[src/rtl/mem_stage_pkg.sv]
// mem_stage_pkg
// Shared definitions for the memory-access stage:
//   - data-bus and register-file widths
//   - MEM_SIZE_* access-size encodings (2'b11 is handled as a word)
//   - FSM state type for the bus handshake
//   - helpers that align the low address bits to the access size and
//     report a misaligned access
package mem_stage_pkg;

  localparam int unsigned DBUS_ADDR_W   = 32;
  localparam int unsigned REG_BUS_WIDTH = 32;
  localparam int unsigned REG_ADDR_BUS  = 5;

  localparam logic [1:0] MEM_SIZE_B = 2'b00;
  localparam logic [1:0] MEM_SIZE_H = 2'b01;
  localparam logic [1:0] MEM_SIZE_W = 2'b10;

  typedef enum logic [1:0] {
    ST_IDLE = 2'd0,
    ST_REQ  = 2'd1,
    ST_WAIT = 2'd2
  } mem_state_e;

  // Clear the address bits that fall below the access size.
  function automatic logic [1:0] mem_align_lo(input logic [1:0] size,
                                              input logic [1:0] lo);
    case (size)
      MEM_SIZE_B: return lo;
      MEM_SIZE_H: return {lo[1], 1'b0};
      default:    return 2'b00;
    endcase
  endfunction

  // An access is misaligned when aligning it would change the address.
  function automatic logic mem_is_misaligned(input logic [1:0] size,
                                             input logic [1:0] lo);
    return mem_align_lo(size, lo) != lo;
  endfunction

endpackage

[src/rtl/mem_stage_align.sv]
// mem_align
// Purely combinational lane logic for the memory stage.
//   Store side: byte enables and lane-replicated write data.
//   Load side : lane selection and sign/zero extension of read data.
// Ports:
//   i_size     access size (MEM_SIZE_*; 2'b11 acts as a word)
//   i_unsigned zero-extend loads (ignored for words)
//   i_addr_lo  low address bits, already aligned to the access size
//   i_wdata    store data, low bits significant
//   i_rdata    raw bus read data
//   o_be       byte enables
//   o_wdata    replicated store data
//   o_rdata    extracted and extended load data
module mem_align
  import mem_stage_pkg::*;
#(
  parameter int unsigned DATA_W = REG_BUS_WIDTH
) (
  input  logic [1:0]        i_size,
  input  logic              i_unsigned,
  input  logic [1:0]        i_addr_lo,
  input  logic [DATA_W-1:0] i_wdata,
  input  logic [DATA_W-1:0] i_rdata,
  output logic [3:0]        o_be,
  output logic [DATA_W-1:0] o_wdata,
  output logic [DATA_W-1:0] o_rdata
);

  logic [DATA_W-1:0] w_rshift;
  logic              w_sign_b;
  logic              w_sign_h;

  // Bring the addressed lane down to bit 0 before extension.
  assign w_rshift = i_rdata >> {i_addr_lo, 3'b000};
  assign w_sign_b = ~i_unsigned & w_rshift[7];
  assign w_sign_h = ~i_unsigned & w_rshift[15];

  always_comb begin
    o_be    = '0;
    o_wdata = '0;
    o_rdata = '0;
    case (i_size)
      MEM_SIZE_B: begin
        o_be    = 4'b0001 << i_addr_lo;
        o_wdata = {(DATA_W/8){i_wdata[7:0]}};
        o_rdata = {{(DATA_W-8){w_sign_b}}, w_rshift[7:0]};
      end
      MEM_SIZE_H: begin
        o_be    = 4'b0011 << {i_addr_lo[1], 1'b0};
        o_wdata = {(DATA_W/16){i_wdata[15:0]}};
        o_rdata = {{(DATA_W-16){w_sign_h}}, w_rshift[15:0]};
      end
      default: begin
        o_be    = 4'b1111;
        o_wdata = i_wdata;
        o_rdata = i_rdata;
      end
    endcase
  end

endmodule

[src/rtl/mem_stage.sv]
// mem_stage
// Memory-access stage behind the execute unit.
//   - Non-memory results are registered to write-back with 1-cycle latency.
//   - Loads and stores run a req/gnt/rvalid bus handshake (IDLE/REQ/WAIT).
//     The pipeline is stalled until the response arrives.
// Optional build macro MEM_MISALIGN_CHECK_EN:
//   - defined:   misaligned half/word accesses are not issued. The stage
//                reports them on misalign_o / misalign_addr_o instead.
//   - undefined: low address bits below the access size are forced to zero.
// Ports:
//   clk, rst                           clock, synchronous active-high reset
//   valid_i, rd_we_i, rd_addr_i,
//   rd_data_i                          execute result
//   mem_req_i, mem_we_i, mem_size_i,
//   mem_unsigned_i, mem_addr_i,
//   mem_wdata_i                        load/store control
//   stall_o                            upstream hold
//   dbus_*                             data bus request/response
//   wb_valid_o, rd_we_o, rd_addr_o,
//   rd_data_o                          write-back entry
module mem_stage
  import mem_stage_pkg::*;
#(
  parameter int unsigned ADDR_W = DBUS_ADDR_W,
  parameter int unsigned DATA_W = REG_BUS_WIDTH
) (
  input  logic              clk,
  input  logic              rst,
  input  logic              valid_i,
  input  logic              rd_we_i,
  input  logic [4:0]        rd_addr_i,
  input  logic [DATA_W-1:0] rd_data_i,
  input  logic              mem_req_i,
  input  logic              mem_we_i,
  input  logic [1:0]        mem_size_i,
  input  logic              mem_unsigned_i,
  input  logic [ADDR_W-1:0] mem_addr_i,
  input  logic [DATA_W-1:0] mem_wdata_i,
  output logic              stall_o,
  output logic              dbus_req_o,
  output logic              dbus_we_o,
  output logic [ADDR_W-1:0] dbus_addr_o,
  output logic [3:0]        dbus_be_o,
  output logic [DATA_W-1:0] dbus_wdata_o,
  input  logic              dbus_gnt_i,
  input  logic              dbus_rvalid_i,
  input  logic [DATA_W-1:0] dbus_rdata_i,
`ifdef MEM_MISALIGN_CHECK_EN
  output logic              misalign_o,
  output logic [ADDR_W-1:0] misalign_addr_o,
`endif
  output logic              wb_valid_o,
  output logic              rd_we_o,
  output logic [4:0]        rd_addr_o,
  output logic [DATA_W-1:0] rd_data_o
);

  mem_state_e        r_state;
  logic              r_is_store;
  logic              r_rd_we;
  logic [4:0]        r_rd_addr;
  logic [1:0]        r_size;
  logic              r_unsigned;
  logic [1:0]        r_addr_lo;

  logic [1:0]        w_addr_lo;
  logic [1:0]        w_sel_size;
  logic [1:0]        w_sel_lo;
  logic [3:0]        w_be;
  logic [DATA_W-1:0] w_wdata;
  logic [DATA_W-1:0] w_load_data;
  logic              w_done;
`ifdef MEM_MISALIGN_CHECK_EN
  logic              w_misaligned;

  assign w_misaligned = mem_is_misaligned(mem_size_i, mem_addr_i[1:0]);
`endif

  assign w_addr_lo = mem_align_lo(mem_size_i, mem_addr_i[1:0]);

  // A single lane unit is shared. The store path is only consumed in IDLE
  // (from live inputs), and the load path only while an access is
  // outstanding (from the captured op).
  assign w_sel_size = (r_state == ST_IDLE) ? mem_size_i : r_size;
  assign w_sel_lo   = (r_state == ST_IDLE) ? w_addr_lo  : r_addr_lo;

  mem_align #(
    .DATA_W (DATA_W)
  ) u_align (
    .i_size     (w_sel_size),
    .i_unsigned (r_unsigned),
    .i_addr_lo  (w_sel_lo),
    .i_wdata    (mem_wdata_i),
    .i_rdata    (dbus_rdata_i),
    .o_be       (w_be),
    .o_wdata    (w_wdata),
    .o_rdata    (w_load_data)
  );

  // Response accepted: either in WAIT, or together with the grant in REQ.
  assign w_done = ((r_state == ST_REQ) & dbus_gnt_i & dbus_rvalid_i) |
                  ((r_state == ST_WAIT) & dbus_rvalid_i);

  assign stall_o = (r_state != ST_IDLE) &
                   ~((r_state == ST_WAIT) & dbus_rvalid_i);

  always_ff @(posedge clk) begin
    if (rst) begin
      r_state      <= ST_IDLE;
      r_is_store   <= 1'b0;
      r_rd_we      <= 1'b0;
      r_rd_addr    <= '0;
      r_size       <= '0;
      r_unsigned   <= 1'b0;
      r_addr_lo    <= '0;
      dbus_req_o   <= 1'b0;
      dbus_we_o    <= 1'b0;
      dbus_addr_o  <= '0;
      dbus_be_o    <= '0;
      dbus_wdata_o <= '0;
      wb_valid_o   <= 1'b0;
      rd_we_o      <= 1'b0;
      rd_addr_o    <= '0;
      rd_data_o    <= '0;
`ifdef MEM_MISALIGN_CHECK_EN
      misalign_o      <= 1'b0;
      misalign_addr_o <= '0;
`endif
    end else begin
      wb_valid_o <= 1'b0;
`ifdef MEM_MISALIGN_CHECK_EN
      misalign_o <= 1'b0;
`endif
      case (r_state)
        ST_IDLE: begin
          if (valid_i && !mem_req_i) begin
            wb_valid_o <= 1'b1;
            rd_we_o    <= rd_we_i;
            rd_addr_o  <= rd_addr_i;
            rd_data_o  <= rd_data_i;
          end else if (valid_i && mem_req_i) begin
`ifdef MEM_MISALIGN_CHECK_EN
            if (w_misaligned) begin
              wb_valid_o      <= 1'b1;
              rd_we_o         <= 1'b0;
              rd_addr_o       <= rd_addr_i;
              rd_data_o       <= '0;
              misalign_o      <= 1'b1;
              misalign_addr_o <= mem_addr_i;
            end else
`endif
            begin
              r_is_store   <= mem_we_i;
              r_rd_we      <= rd_we_i;
              r_rd_addr    <= rd_addr_i;
              r_size       <= mem_size_i;
              r_unsigned   <= mem_unsigned_i;
              r_addr_lo    <= w_addr_lo;
              dbus_req_o   <= 1'b1;
              dbus_we_o    <= mem_we_i;
              dbus_addr_o  <= {mem_addr_i[ADDR_W-1:2], 2'b00};
              dbus_be_o    <= w_be;
              dbus_wdata_o <= w_wdata;
              r_state      <= ST_REQ;
            end
          end
        end
        ST_REQ: begin
          if (dbus_gnt_i) begin
            dbus_req_o <= 1'b0;
            r_state    <= ST_WAIT;
          end
        end
        ST_WAIT: begin
        end
        default: r_state <= ST_IDLE;
      endcase

      // Completion overrides the REQ->WAIT move when gnt and rvalid coincide.
      if (w_done) begin
        wb_valid_o <= 1'b1;
        rd_we_o    <= r_is_store ? 1'b0 : r_rd_we;
        rd_addr_o  <= r_rd_addr;
        rd_data_o  <= r_is_store ? '0 : w_load_data;
        r_state    <= ST_IDLE;
      end
    end
  end

endmodule
[config.mk]
export PLATFORM = sky130hd
export DESIGN_NAME = mem_stage
export DESIGN_NICKNAME = d
export VERILOG_FILES = /design/src/rtl/mem_stage_pkg.sv /design/src/rtl/mem_stage_align.sv /design/src/rtl/mem_stage.sv
export SDC_FILE = /design/constraint.sdc
export NUM_CORES = 1
export LEC_CHECK = 0
export ABC_AREA = 0
export CAP_MARGIN = 20
export CELL_PAD_IN_SITES_DETAIL_PLACEMENT = 0
export CELL_PAD_IN_SITES_GLOBAL_PLACEMENT = 1
export CORE_ASPECT_RATIO = 0.75
export CORE_MARGIN = 2
export CORE_UTILIZATION = 30
export DETAILED_ROUTE_END_ITERATION = 7
export PLACE_DENSITY = 0.77
export SLEW_MARGIN = 30
export SYNTH_ARGS = -nofsm -noshare
export SYNTH_HDL_FRONTEND = slang
export SYNTH_SLANG_ARGS = --single-unit
[constraint.sdc]
create_clock -name clk -period 2.2 [get_ports clk]
set_input_delay 0.44 -clock clk [delete_from_list [all_inputs] [get_ports clk]]
set_output_delay 0.44 -clock clk [all_outputs]
set_load 0.03 [all_outputs]
Yosys cells after proc, flatten, opt, wreduce, memory -nomap -nowiden:

Cells that the tools add are included.
W data, S select, Z words.

* eq/ne operators: 7
* shift operators: 3
* muxes and demuxes: 28
* bitwise operators: 11
* reduce and logical (&&, ||, !) cells: 15

Operators by type and width (number)
* $mux W32: 4
* $pmux W32 S2: 2
* $shr A32 B5 Y16: 1
* $mux W5: 3
* $mux W1: 10
* $mux W2: 5
* $pmux W4 S2: 1
* $reduce_and A4 Y1: 2
* $reduce_bool A2 Y1: 4
* $and A1 B1 Y1: 6
* $eq A2 B1 Y1 const B: 3
* $logic_not A2 Y1: 3
* $pmux W2 S3: 1
* $ne A2 B2 Y1 const B: 2
* $not A1 Y1: 4
* $pmux W2 S2: 1
* $shl A1 B2 Y4 const A: 1
* $shl A2 B2 Y4 const A: 1
* $reduce_and A3 Y1: 1
* $eq A2 B2 Y1 const B: 1
* $logic_and A1 B1 Y1: 2
* $ne A2 B1 Y1 const B: 1
* $pmux W1 S2: 1
* $reduce_and A2 Y1: 1
* other kinds (3): 3

* flip-flop bits (word level): 120
* output and inout port bits: 110
* logic and storage cells: 79

Longest topological paths before layout:

Gate-level depths: netlist (run 1).

* depth after elaboration: 8
* gate-level depth with buffers: 9

Cells and area by module:

From an unflattened synthesis (run 1), not the netlist that was laid out.

* cells, all modules: 717
* area, all modules: 5748.0 um2

By module, submodules not included
* mem_stage: instances 1, cells an instance 518, area an instance 4486.8 um2
* mem_align: instances 1, cells an instance 199, area an instance 1261.2 um2

Worst setup path before layout (run 1):

No wires, ideal clock.

* path type: input to register
* start point: in mem_size_i[1]
* end point: reg rd_data_o[10]
* library setup time: 123 ps
* arrival time: 1912 ps
* data required time: 2077 ps
* setup slack: 165 ps
* stages: 6
* buffers on the path: 1
* path through: or4b_4 > buf_6 > nand2_2 > mux4_2 > nand3_2 > a21oi_1

* cells in the longest elaborated chain, start to end: 8
* elaborated cells between the ends (all ways): 12
* classes of those cells: eq/ne (2); shift (1); mux (6); bitwise (1); reduce/logical (2)

Ends and longest elaborated chain
* start: declaration: line mem_stage.sv:35 `input logic [1:0] mem_size_i,`
* $eq A2 B1 Y1 or $logic_not A2 Y1 (tied branches): line mem_stage_pkg.sv:27 `case (size)`
* $pmux W2 S2: line mem_stage_pkg.sv:27
* $mux W2: line mem_stage.sv:85 `assign w_sel_lo = (r_state == ST_IDLE) ? w_addr_lo : r_addr_lo;`
* $shr A32 B5 Y16: line mem_stage_align.sv:34 `assign w_rshift = i_rdata >> {i_addr_lo, 3'b000};`
* $and A1 B1 Y1: line mem_stage_align.sv:35 `assign w_sign_b = ~i_unsigned & w_rshift[7];`
* $pmux W32 S2 (*): line mem_stage_align.sv:42 `case (i_size)`
* $mux W32 (*): line mem_stage.sv:184 `rd_data_o <= r_is_store ? '0 : w_load_data;`
* $mux W32 (*): line mem_stage.sv:180 `if (w_done) begin`
* end signal: assignment: line mem_stage.sv:140 `rd_data_o <= rd_data_i;`
* end signal: assignment: line mem_stage.sv:184
* end: declaration: line mem_stage.sv:55 `output logic [DATA_W-1:0] rd_data_o`

Mark *: on every way between the ends. The rest lies on a longest branch, timed or not.
A chain may end at the register's enable or synchronous reset.

Final worst setup path (run 1):

* start point: in mem_size_i[1]
* end point: reg rd_data_o[22]

* cells in the longest elaborated chain, start to end: 8
* elaborated cells between the ends (all ways): 13
* classes of those cells: eq/ne (2); shift (1); mux (6); bitwise (2); reduce/logical (2)

Ends and longest elaborated chain (line)
* $eq A2 B1 Y1 or $logic_not A2 Y1 (tied branches): mem_stage_pkg.sv:27
* $pmux W2 S2: mem_stage_pkg.sv:27
* $mux W2: mem_stage.sv:85
* $shr A32 B5 Y16: mem_stage_align.sv:34
* $and A1 B1 Y1, on equally long branches: mem_stage_align.sv:36, mem_stage_align.sv:35
* $pmux W32 S2 (*): mem_stage_align.sv:42
* $mux W32 (*): mem_stage.sv:184
* $mux W32 (*): mem_stage.sv:180

Marked as above.

==> results.json, run 1 <==
{
  "status": "finished clean",
  "p_leak_nw": 3.64,
  "drtIter0Drc": 480,
  "r2r_cells": 7,
  "worstSetupEndpointType": "flop",
  "drcViolationCount": 0,
  "dieArea_mm2": 0.0206,
  "dp.final_hpwl_um": 17000,
  "yosysUniqueCellTypes": 55,
  "hp-class": "reg2reg",
  "fin_area_mm2": 0.00967,
  "grt_pass1_vias": 6151,
  "h-tree-depth": 4,
  "cts_inserted_buffers": 17,
  "slew_viol_final": 0,
  "endpoint": "rd_data_o[22]$_SDFFE_PP0P_",
  "async_reset_ff_share_pct": 0,
  "fin_worst_skew_ps": 14.0,
  "synth_top_cell_area_share_pct": 41.2,
  "crit_type": "in2reg",
  "p_total_w": 0.00685,
  "cts.root.buffer_cell": "clkbuf_16",
  "fin_crit_sh_pct": 96.8,
  "netlist_area_mm2": 0.00584,
  "clock_sinks": 120,
  "slowest_delay_ps": 440,
  "post_drt_wl_per_cell_um": 17.8,
  "synth_area_leaders": "dfxtp_1 (41%), nand2_1 (9.2%), a21oi_1 (7.1%)",
  "cp.required_ps": 2480,
  "dr.pass1.iters": 5,
  "startpoint": "mem_size_i[1]",
  "fp.dieW_um": 165,
  "gp_congestion": 0.900,
  "area_growth_syn_to_layout_pct": 65.7,
  "antenna_cells": 0,
  "antenna_found_initial": 0,
  "max-slew-margin-rel_pct": 59.6,
  "synthFlopType": "dfxtp_1",
  "seq_area_frac_synth_pct": 41.2,
  "vias": 6328,
  "grt_pass1_wl_um": 34500,
  "core_mm2": 0.0192,
  "preCtsSetupSlack_ps": -363,
  "die_h_um": 125,
  "multiInputGateArea_mm2": 0.00313,
  "layout_setup_ws_ps": 71.4,
  "timing.rr.end": "dbus_wdata_o[14]$_SDFFE_PP0P_",
  "drive_above_1_share_pct": 13.5,
  "ys_ff_latch": 120,
  "fillCellCount": 1873,
  "viasPerCell": 4.99,
  "final_antenna_net_count": 0,
  "wl_um": 22500,
  "place.port_buffers": 251,
  "powerDensity_mw_per_mm2": 708,
  "syn_inst": 718,
  "io_pins": 254,
  "path_max_fanout": 16,
  "fmax_ghz": 0.470,
  "fin_cells": 1269,
  "grt_start_max_net_pins": 56,
  "cts_tree": "done",
  "yosysWarnings": 0,
  "fin_crit_ps": 2130,
  "cts_max_path_buffers": 2,
  "cts_hold_buffers": 0,
  "path_cells": "clkdlybuf4s50_1 > buf_4 > or3b_1 > o21ai_2 > a2111oi_4 > o311ai_4 > buf_12 > a31oi_2",
  "r2r_start": "r_state[1]$_SDFFE_PP0P_",
  "synth_area_per_cell_um2": 8.13,
  "rrSetupSlack_ps": 120,
  "cts.clk_slew.worst_paths_ps": 60,
  "hold_violations": 0,
  "start_kind": "input port",
  "register_area_mm2": 0.00240,
  "whs_ps": 453,
  "setup_violations": 0,
  "synth_edf_count": 0,
  "start_util_pct": 30.4,
  "placed_cells": 1236,
  "rows": 44,
  "clk_latency_ps": 410,
  "worstMarginPinSlew_ps": 606,
  "gr-total-overflow": 0,
  "synth.largest_area_cell": "dfxtp_1",
  "slowest_stage": "clkdlybuf4s50_1",
  "max_cap_violations": 0,
  "netlist_top_cells_count": "nand2_1 (143), dfxtp_1 (120), a21oi_1 (83)",
  "arrival_ps": 2410,
  "grtUsageTotal_pct": 21.4,
  "nets": 1147,
  "place_area_mm2": 0.00904,
  "synth_most_common_cell": "nand2_1",
  "peakVddDrop_uv": 415
}
worst min path at each step:
| stage | slack, ps | cells past startpoint | from | end |
|---|---|---|---|---|
| detailed placement | 450 | 2 | dbus_addr_o[16]$_SDFFE_PP0P_ | dbus_addr_o[16]$_SDFFE_PP0P_ |
| global route | 470 | 2 | dbus_wdata_o[24]$_SDFFE_PP0P_ | dbus_wdata_o[24]$_SDFFE_PP0P_ |
| floorplan | 440 | 2 | r_unsigned$_SDFFE_PP0P_ | r_unsigned$_SDFFE_PP0P_ |
| CTS | 460 | 2 | dbus_addr_o[16]$_SDFFE_PP0P_ | dbus_addr_o[16]$_SDFFE_PP0P_ |
| finish | 450 | 2 | dbus_addr_o[4]$_SDFFE_PP0P_ | dbus_addr_o[4]$_SDFFE_PP0P_ |
| global placement | 440 | 2 | dbus_addr_o[4]$_SDFFE_PP0P_ | dbus_addr_o[4]$_SDFFE_PP0P_ |
registers in the layout, indices dropped and copies added (netlist names):
| register | flops |
|---|---|
| rd_addr_o | 5 |
| wb_valid_o | 1 |
| dbus_wdata_o | 32 |
| r_rd_addr | 5 |
| r_rd_we | 1 |
| rd_we_o | 1 |
| dbus_req_o | 1 |
| r_state | 2 |
| r_addr_lo | 2 |
| r_is_store | 1 |
| dbus_be_o | 4 |
| rd_data_o | 32 |
| r_size | 2 |
| dbus_addr_o | 30 |
| r_unsigned | 1 |
power by group:
part           internal, W  switching [W]
Sequential         0.00232      0.0000816
Clock              0.00172        0.00116
Combinational     0.000748       0.000827
Total              0.00479        0.00206
cell type report:
| class | instances | share of cell area (%) |
|---|---|---|
| inverter | 14 | 0.543 |
| multi-input combinational | 524 | 32.3 |
| timing repair buffer | 326 | 32.7 |
| clock inverter | 15 | 1.88 |
| tap | 253 | 3.27 |
| sequential | 120 | 24.8 |
| clock buffer | 17 | 4.40 |
cell families after synthesis:
family / Yosys count / synth area share, %
and+or+nand+nor: 250 / 19.7
other: 1 / 0.0642
muxes: 26 / 4.67
DFF: 120 / 41.2
buffers and inverters: 75 / 6.00
AOI/OAI and AO/OA: 246 / 28.4
metrics by stage:
stage          utilization [%]  TNS (ps)
2_1_floorplan                -         0
3_3_place_gp              47.1     -8960
3_5_place_dp              47.1    -10130
4_1_cts                   50.2         0
5_1_grt                   50.4     -7.60
6_report                  50.4         0
cells in the final DEF, fill, tap and decap left out, types with 3 or more instances in the layout:
cell,Yosys,layout
a211o_1,8,8
nand3b_1,8,8
clkdlybuf4s50_1,0,249
o21ai_2,2,3
mux2i_1,25,24
inv_6,0,6
nand2b_1,3,3
nand4_1,7,7
a211oi_1,15,15
clkbuf_16,0,17
nand2_1,143,143
a31oi_1,13,13
o221ai_1,16,16
nor2_1,45,45
o21bai_1,7,7
inv_8,0,4
a31oi_2,3,3
buf_4,3,68
buf_12,0,8
a21oi_1,83,83
o21ai_0,46,46
inv_1,13,13
nor3_1,7,7
o21a_1,3,3
a311oi_1,15,15
dfxtp_1,120,120
o211ai_1,14,14
nand3_1,18,17
o2bb2ai_1,8,8
per-layer routing:
metal / share of wire (%) / global-route usage (%) / routed length, µm / vias up
li1: - / - / - / 3170
met1: 50 / 31.9 / 11300 / 2927
met2: 42 / 30.5 / 9390 / 222
met3: 7.4 / 5.46 / 1660 / 9
met4: 0.68 / 5.27 / 153 / 0
met5: 0 / 0 / 0 / -
worst max-delay path: cells and delay by family:
kind,cells,cell delay (ps)
buf+inv,3,800
compound gates,4,730
simple gates,1,420
timing repair:
item,in CTS,in global routing
setup buffers,0,1
endpoints found under the setup margin,0,4
resized for setup,0,2
(Power assumes the default switching activity.)
==> run 2: changes to the inputs <==
- PLACE_DENSITY: 0.77 -> 0.81
- SLEW_MARGIN: 30 -> 20
==> results.json, run 2 (synthesis results as in run 1) <==
{
  "setup_violations": 0,
  "vias": 6421,
  "worstSetupEndpointType": "flop",
  "dr.pass1.iters": 5,
  "placed_cells": 1223,
  "crit_type": "in2reg",
  "cts_max_path_buffers": 2,
  "max-slew-margin-rel_pct": 46.8,
  "gp_congestion": 0.909,
  "fmax_ghz": 0.474,
  "largestRegisters": "dbus_wdata_o (32), rd_data_o (32), dbus_addr_o (30)",
  "viasPerCell": 5.12,
  "whs_ps": 347,
  "fp.dieW_um": 165,
  "core_mm2": 0.0192,
  "hp-class": "in2reg",
  "max_cap_violations": 0,
  "cts_setup_buffers": 0,
  "grt_start_max_net_pins": 57,
  "arrival_ps": 2400,
  "dieArea_mm2": 0.0206,
  "wl_um": 22300,
  "fin_setup_tns_ps": 0,
  "area_growth_syn_to_layout_pct": 64.4,
  "drtIter0Drc": 626,
  "cts_hold_buffers": 0,
  "grt_pass1_vias": 5899,
  "worstMarginPinSlew_ps": 793,
  "grtUsageTotal_pct": 21.1,
  "p_int_w": 0.00485,
  "r2r_cells": 6,
  "powerDensity_mw_per_mm2": 715,
  "fin_cells": 1255,
  "place.port_buffers": 251,
  "p_leak_nw": 3.56,
  "cts.root.buffer_cell": "clkbuf_16",
  "cts_inserted_buffers": 17,
  "cp.required_ps": 2500,
  "cts.clk_slew.worst_paths_ps": 60,
  "nets": 1133,
  "status": "finished clean",
  "start_kind": "input port",
  "rsz0062_at_grt": "no",
  "drive_above_1_share_pct": 12.3,
  "antenna_found_initial": 0,
  "preCtsSetupSlack_ps": -352,
  "drcViolationCount": 0,
  "io_pins": 254,
  "gr-total-overflow": 0,
  "start_util_pct": 30.4,
  "peakVddDrop_uv": 400,
  "ctsResizeCount": 0,
  "path_max_fanout": 16,
  "holdPathStages": 2,
  "clock_sinks": 120,
  "die_h_um": 125,
  "layout_setup_ws_ps": 91.6,
  "p_clk_share_pct": 42.3,
  "rows": 44,
  "slew_viol_final": 0,
  "dp.final_hpwl_um": 16500,
  "p_seq_share_pct": 35.0,
  "swShare_pct": 29.2,
  "p_total_w": 0.00686,
  "antenna_cells": 0,
  "h-tree-depth": 4,
  "clk_latency_ps": 420,
  "p_sw_w": 0.00200,
  "hold_violations": 0,
  "fin_worst_skew_ps": 8.96,
  "fin_crit_ps": 2110,
  "share_comb_of_total_power_pct": 22.7,
  "final_common_cell": "clkdlybuf4s50_1",
  "fin_crit_sh_pct": 95.8,
  "grt_pass1_wl_um": 33800,
  "final_antenna_net_count": 0,
  "final_cell_mix": "clkdlybuf4s50_1 (249), nand2_1 (143), dfxtp_1 (120)",
  "post_drt_wl_per_cell_um": 17.8,
  "cts_tree": "done"
}
==> run 2: cell count changes in the layout (fill, tap and decap cells not counted), moves of 2 or more <==
cell,delta
inv_8,-4
buf_12,+2
buf_4,-15
clkinv_4,+3
==> run 2: final cells by class <==
cell class	instances	area, µm²
clock buffers	17	425
clock inverters	15	189
fillers	1860	9620
inverters	14	52.6
multi-input cells	524	3120
flip-flops and latches	120	2400
well taps	253	317
repair buffers	312	3090
==> run 2: final timing paths <==
kind | start | end | slack (ps)
setup / recovery | mem_size_i[1] | rd_data_o[31]$_SDFFE_PP0P_ | 90
hold / removal | rst | dbus_wdata_o[29]$_SDFFE_PP0P_ | 350
setup reg to reg | r_size[1]$_SDFFE_PP0P_ | rd_data_o[31]$_SDFFE_PP0P_ | 90
hold reg to reg | dbus_wdata_o[6]$_SDFFE_PP0P_ | dbus_wdata_o[6]$_SDFFE_PP0P_ | 450
==> run 2: per-stage QoR <==
step           area [µm²]  util, %
2_1_floorplan        5840        -
3_3_place_gp         8970     46.7
3_5_place_dp         8970     46.7
4_1_cts              9590     49.9
5_1_grt              9590     49.9
6_report             9590     49.9
==> run 2: metal layers <==
metal / global-route usage (%) / vias up / routed length [µm]
li1: - / 3146 / -
met4: 6.34 / 0 / 335
met1: 31.1 / 2966 / 10600
met3: 5.16 / 29 / 1950
met2: 30.0 / 280 / 9460
met5: 0 / - / 0
==> run 2: power groups by stage <==
stage	Clock (W)	Sequential (W)	Combinational [W]
after floorplan	0	0.00269	0.000499
after global placement	0	0.00245	0.00154
after detailed placement	0	0.00245	0.00154
after CTS	0.00296	0.00240	0.00155
after global routing	0.00304	0.00242	0.00165
final	0.00290	0.00240	0.00155
==> run 2: worst max-delay path: stages <==
cell and delay (ps):
clkdlybuf4s50_1 420, buf_4 180, or3b_1 410, o21ai_2 240, a2111oi_4 70, o311ai_4 330, buf_12 200, a31oi_1 100
